### config.mk
export PLATFORM = sky130hd
export DESIGN_NAME = key_sched_counter
export DESIGN_NICKNAME = d
export VERILOG_FILES = /design/src/rtl/key_sched_counter_pkg.sv /design/src/rtl/key_sched_counter_flex_counter.sv /design/src/rtl/key_sched_counter.sv
export SDC_FILE = /design/constraint.sdc
export NUM_CORES = 1
export LEC_CHECK = 0
export BUFFER_PORTS_ARGS = -buffer_cell sky130_fd_sc_hd__buf_4
export CAP_MARGIN = 25
export CORE_AREA = 3 3 40 42
export CTS_BUF_LIST = sky130_fd_sc_hd__clkbuf_4
export DETAILED_ROUTE_END_ITERATION = 6
export DIE_AREA = 0 0 43 45
export GPL_TIMING_DRIVEN = 0
export PLACE_DENSITY_LB_ADDON = 0.2
export SLEW_MARGIN = 30
export SYNTH_ARGS = -nofsm -noshare
export SYNTH_HDL_FRONTEND = slang
export SYNTH_SLANG_ARGS = --single-unit
### constraint.sdc
create_clock -name clk -period 1.1 [get_ports clk]
set_input_delay 0.055 -clock clk [delete_from_list [all_inputs] [get_ports clk]]
set_output_delay 0.055 -clock clk [all_outputs]
set_load 0.02 [all_outputs]
### src/rtl/key_sched_counter_pkg.sv
// Shared defaults, roll-mode encodings and counter-width helper for the key scheduler.
package key_sched_counter_pkg;

  localparam int ROLL_PULSE  = 0;
  localparam int ROLL_STICKY = 1;

  localparam int DEF_NUM_KEYS       = 4;
  localparam int DEF_BLOCKS_PER_KEY = 1;
  localparam int DEF_STICKY_ROLL    = ROLL_PULSE;

  // A counter over n states needs clog2(n) bits, but never fewer than one.
  function automatic int cnt_width(input int n);
    return (n > 2) ? $clog2(n) : 1;
  endfunction

endpackage

### src/rtl/key_sched_counter_flex_counter.sv
// Wrapping up-counter 0..TERMINAL, priority clear > load > enable; one-cycle latency.
// Never stalls. Load clamps to TERMINAL. wrap is a registered one-cycle pulse.
module flex_counter #(
  parameter int WIDTH    = 4,
  parameter int TERMINAL = 15
) (
  input  logic             clk,
  input  logic             n_rst,
  input  logic             clear,
  input  logic             enable,
  input  logic             load,
  input  logic [WIDTH-1:0] load_val,
  output logic [WIDTH-1:0] count,
  output logic             at_term,
  output logic             wrap
);

  localparam logic [WIDTH-1:0] TERM = WIDTH'(TERMINAL);

  logic [WIDTH-1:0] count_d;
  logic             wrap_d;

  assign at_term = (count == TERM);

  always_comb begin
    count_d = count;
    wrap_d  = 1'b0;
    if (clear) begin
      count_d = '0;
    end else if (load) begin
      count_d = (load_val > TERM) ? TERM : load_val;
    end else if (enable) begin
      if (at_term) begin
        count_d = '0;
        wrap_d  = 1'b1;
      end else begin
        count_d = count + WIDTH'(1);
      end
    end
  end

  always_ff @(posedge clk or negedge n_rst) begin
    if (!n_rst) begin
      count <= '0;
      wrap  <= 1'b0;
    end else begin
      count <= count_d;
      wrap  <= wrap_d;
    end
  end

endmodule

### src/rtl/key_sched_counter.sv
// Key-slot scheduler: counts blocks per slot and slots per key ring; all outputs registered (1 cycle).
// No backpressure: every enabled cycle is consumed; rollover is a pulse or held until acked.
module key_sched_counter
  import key_sched_counter_pkg::*;
#(
  parameter int NUM_KEYS       = DEF_NUM_KEYS,
  parameter int BLOCKS_PER_KEY = DEF_BLOCKS_PER_KEY,
  parameter int STICKY_ROLL    = DEF_STICKY_ROLL
) (
  input  logic                                  clk,
  input  logic                                  n_rst,
  input  logic                                  clear,
  input  logic                                  count_enable,
  input  logic                                  load_en,
  input  logic [cnt_width(NUM_KEYS)-1:0]        load_key,
  input  logic                                  rollover_ack,
  output logic [cnt_width(NUM_KEYS)-1:0]        key_count,
  output logic [cnt_width(BLOCKS_PER_KEY)-1:0]  block_count,
  output logic                                  key_advance,
  output logic                                  key_rollover
);

  localparam int KW = cnt_width(NUM_KEYS);
  localparam int BW = cnt_width(BLOCKS_PER_KEY);

  logic          blk_en;
  logic          blk_at_term;
  logic          key_en;
  logic          key_at_term;
  logic          key_wrap_q;
  logic          roll_hold;
  logic [BW-1:0] blk_zero;
  logic [KW-1:0] key_q;

  assign blk_zero = '0;
  assign blk_en   = count_enable & ~clear & ~load_en;
  // The key counter steps on the same edge the block counter wraps.
  assign key_en   = blk_en & blk_at_term;

  flex_counter #(
    .WIDTH    (BW),
    .TERMINAL (BLOCKS_PER_KEY - 1)
  ) u_blk_cnt (
    .clk      (clk),
    .n_rst    (n_rst),
    .clear    (clear),
    .enable   (blk_en),
    .load     (load_en),
    .load_val (blk_zero),
    .count    (block_count),
    .at_term  (blk_at_term),
    .wrap     (key_advance)
  );

  flex_counter #(
    .WIDTH    (KW),
    .TERMINAL (NUM_KEYS - 1)
  ) u_key_cnt (
    .clk      (clk),
    .n_rst    (n_rst),
    .clear    (clear),
    .enable   (key_en),
    .load     (load_en),
    .load_val (load_key),
    .count    (key_q),
    .at_term  (key_at_term),
    .wrap     (key_wrap_q)
  );

  assign key_count = key_q;

  // A new wrap beats a coincident ack so no rollover is ever lost.
  always_ff @(posedge clk or negedge n_rst) begin
    if (!n_rst) begin
      roll_hold <= 1'b0;
    end else if (clear) begin
      roll_hold <= 1'b0;
    end else begin
      roll_hold <= (key_en & key_at_term) | (roll_hold & ~rollover_ack);
    end
  end

  assign key_rollover = (STICKY_ROLL == ROLL_STICKY) ? roll_hold : key_wrap_q;

endmodule
Yosys cells after proc, flatten, opt, wreduce, memory -nomap -nowiden
Cells that the tools add are included.
- add/subtract/negate cells: 2
- multiply operators: 0
- divide/modulo/power cells: 0
- order comparisons: 1
- equality and inequality tests: 1
- shift-type cells: 0
- muxes and demuxes: 17
- bitwise logic cells: 6
- reduce and logical (&&, ||, !) cells: 2
- operators with widths (kind ; number):
    two-way mux 1 bit ; 12
    two-way mux 2 bit ; 5
    nonzero test 3 bit ; 2
    bitwise AND 1 bit ; 3
    inverter 1 bit ; 3
    adder 2 x 1 -> 2 bit, second input constant ; 1
    equality test 2 bit, second input constant ; 1
    greater-than comparator 2 bit, second input constant ; 1
    adder 1 bit, second input constant ; 1
- flip-flop bits (word level): 5
- latch bits: 0
- RAM bits: 0
- bits in read-only memories: 0
- input port bits: 8
- logic and storage cells: 33
- memories: 0

Depth between registers and ports, before layout
- word-level depth: 7
- depth in mapped cells: 3
- gate-level depth less buffers: 3

Modules after synthesis
From an unflattened synthesis, not the netlist that was laid out.
- cell total of the unflattened synthesis: 22
- area, all modules: 245.2 um^2
- modules (own cells, without submodules) (module ; instances ; cells an instance ; area an instance (um^2) ; sequential area each (um^2)):
    flex_counter (u_key_cnt) ; 1 ; 13 ; 161.4 ; 75.1
    flex_counter (u_blk_cnt) ; 1 ; 6 ; 60.1 ; 25.0
    key_sched_counter ; 1 ; 3 ; 23.8 ; 0.0

Worst setup path before layout
Ideal clock, no wire load.
- path type: reg-to-reg
- start point: register u_key_cnt.count[0]
- end point: register u_key_cnt.count[1]
- arrival time: 0.997 ns
- required time: 0.973 ns
- setup slack: -0.024 ns
- stages on the path, launching flop included: 4
- path buffers: 0
- period minus slack after synthesis: 1.124 ns
- cell sequence: dfrtp_1 > ha_1 > mux2i_1 > a211oi_2
- longest elaborated chain between the ends: 5
- RTL lines (item ; line ; source):
    from (decl) ; key_sched_counter_flex_counter.sv:13 ; output logic [WIDTH-1:0] count,
    from (signal assigned) ; key_sched_counter_flex_counter.sv:47 ; count <= count_d;
    adder 2 x 1 -> 2 bit or equality test 2 bit (tied branches) ; key_sched_counter_flex_counter.sv:37, key_sched_counter_flex_counter.sv:23 ;
    two-way mux 2 bit (*) ; key_sched_counter_flex_counter.sv:33 ; if (at_term) begin
    two-way mux 2 bit (*) ; key_sched_counter_flex_counter.sv:32 ; end else if (enable) begin
    two-way mux 2 bit (*) ; key_sched_counter_flex_counter.sv:30 ; end else if (load) begin
    two-way mux 2 bit (*) ; key_sched_counter_flex_counter.sv:28 ; if (clear) begin
Every way passes the cells marked *; elsewhere a longest branch is shown, timed or not. The select of a mux whose other input is x is not followed.
A chain may end at the register's enable or synchronous reset.

Worst setup path after layout
- start point: register u_key_cnt.count[1]
- end point: register u_key_cnt.count[1]
Same word-level chain as after synthesis.

==> results_dict.tcl <==
set metrics [dict create \
    gp_congestion 0.585 \
    synth_commonest_cells "dfrtp_1 (4), a211oi_2 (2), nor2b_1 (2)" \
    powerDensity_nw_per_um2 1300 \
    rsz0062_at_grt "false" \
    cpPeakStageDelay_ns 0.42 \
    port_buffers 10 \
    setup-violations-final 0 \
    yosys_most_used_dff "dfrtp_1" \
    finalNonFillerCells 48 \
    dpl_cell_area_um2 298 \
    insertion_delay_ns 0.23 \
    core_area_um2 1280 \
    crit_required_ns 1.24 \
    tns_ns 0 \
    cap_violations 0 \
    synth_cell_types 11 \
    vdd_drop_max_mv 0.341 \
    drive_gt1_frac 0.636 \
    slew_viol_final 0 \
    dieHeight_um 45 \
    drtAntennaViolNets 0 \
    path_clk_slew_ns 0.04 \
    arrival_ns 1.18 \
    root_buffer "clkbuf_4" \
    grt_overflow_total 0 \
    fin_util 0.286 \
    ys_seq_elements 4 \
    start_kind "register" \
    grt_max_degree 5 \
    cts_buffer_depth 2 \
    ys_warn_count 0 \
    fin_nets 43 \
    hold_violations 0 \
    crit_family "flip-flops" \
    fin_crit_sh 0.949 \
    p_leak_nw 0.178 \
    place_ws_ns 0.0197 \
    endpoint_kind "register" \
    async_reset_ff_frac 1.00 \
    htreeDepth 1 \
    r2r_slack_ns 0.06 \
    min_path_type "primary input to register" \
    netlist_top_cells_area "dfrtp_1 (49%), a211oi_2 (12%), ha_1 (6.2%)" \
    cts_tree "built" \
    wirelength_um 426 \
    finalPower_mw 0.479 \
    hold-worst-slack_ns 0.00621 \
    crit_path_max_fanout 3 \
    drc 0 \
    synth_top_area_cell "dfrtp_1" \
    yosysTopAreaCellShare 0.494 \
    syn_inst 16 \
    fill_cells 147 \
    dr.pass1.iters 2 \
    path_class "register to register" \
    fin_crit_ns 1.04 \
    status "finished clean" \
    fin_ws_ns 0.0558 \
    dieWidth_um 43 \
    start_util 0.158 \
    antenna_found_initial 0 \
    wire_per_inst_um 8.88 \
    numCtsBuffers 3 \
    ys_seq_area_frac 0.494 \
    synth_fp_nets 25 \
    slowest_stage "dfrtp_1" \
    dp_cells 41 \
    grt_pass1_wl_um 634 \
    io-pin-count 13 \
    vias_per_cell 3.50 \
    rows 13 \
    crit_chain "ha_4 > mux2i_1 > a211oi_2" \
    final_area_um2 368 \
    area_growth_pct 81.5 \
    first_global_vias 158 \
    synth_most_common_cell "dfrtp_1" \
    synthesis.area_um2 203 \
    skew_ns 0.000822 \
    num_vias 168 \
    cts_sinks 4 \
    diodes 0 \
    fmax_mhz 958 \
    drtIter0Drc 2 \
    dieArea_um2 1940 \
    grt_usage 0.0527 \
    worst-path-buf-inv 0 \
    syn_avg_cell_area_um2 12.7 \
    synth-edff-count 0 \
]
[flip-flops by register name (all words and copies together), names as in the netlist]
| name | cells |
|---|---|
| u_key_cnt.count | 2 |
| u_key_cnt.wrap | 1 |
| u_blk_cnt.wrap | 1 |
[layout make-up]
| type | count | area, µm² | area share |
|---|---|---|---|
| Buffer | 1 | 7.51 | 0.0204 |
| Clock buffer | 4 | 30.0 | 0.0816 |
| Inverter | 1 | 3.75 | 0.0102 |
| Multi-Input combinational cell | 10 | 104 | 0.282 |
| Sequential cell | 4 | 101 | 0.276 |
| Tap cell | 15 | 18.8 | 0.0510 |
| Timing Repair Buffer | 13 | 103 | 0.279 |
[cells in the final DEF (no fill, tap or decap)]
cell,Yosys,final
a211oi_2,2,2
and2_1,1,1
buf_4,1,12
clkbuf_4,0,4
conb_1,1,1
dfrtp_1,4,3
dfrtp_2,0,1
dlygate4sd3_1,0,2
ha_4,0,1
inv_1,1,1
mux2i_1,1,1
nor2b_1,2,2
nor3b_2,1,1
xnor2_1,1,1
[logic make-up (layout without fill, tap and decap cells)]
kind of cell             Yosys count  count (layout)  synth area share
flip-flops                         4               4             0.494
AND/OR/NAND/NOR                    4               4             0.154
AO/OA/AOI/OAI                      2               2             0.123
buffers and inverters              2              19            0.0556
adder cells (fa/ha/maj)            1               1            0.0617
other                              1               1            0.0185
XOR/XNOR                           1               1            0.0432
multiplexers                       1               1            0.0494
[power by group]
group	switching, mW	total (mW)	internal [mW]
logic	0.0412	0.0938	0.0526
clock network	0.0602	0.221	0.161
registers	0.00811	0.164	0.156
[per-layer routing]
metal	routed length, µm	global-route usage	share of wire
met3	56	0.0359	0.13
met4	11	0.0723	0.026
met5	0	0	0
met2	180	0.0539	0.42
met1	177	0.0587	0.42
[worst paths after layout]
path	cells after the start	to	start
max	3	u_key_cnt.count[1]	u_key_cnt.count[1]
min	2	u_blk_cnt.wrap	load_en
max reg2reg	3	u_key_cnt.count[1]	u_key_cnt.count[1]
min reg2reg	2	u_key_cnt.wrap	u_key_cnt.count[0]
max in group asynchronous	2	u_key_cnt.count[0]	n_rst
min in group asynchronous	2	u_key_cnt.count[0]	n_rst
[what timing repair did]
| action | 4_1_cts | 5_1_grt |
|---|---|---|
| gates resized for setup | 0 | 1 |
| hold buffers | 2 | 0 |
| setup buffers | 0 | 1 |
| hold endpoints to repair | 6 | 0 |
| setup endpoints to repair | 0 | 1 |
Note: power is estimated with default switching activity, not from simulation.
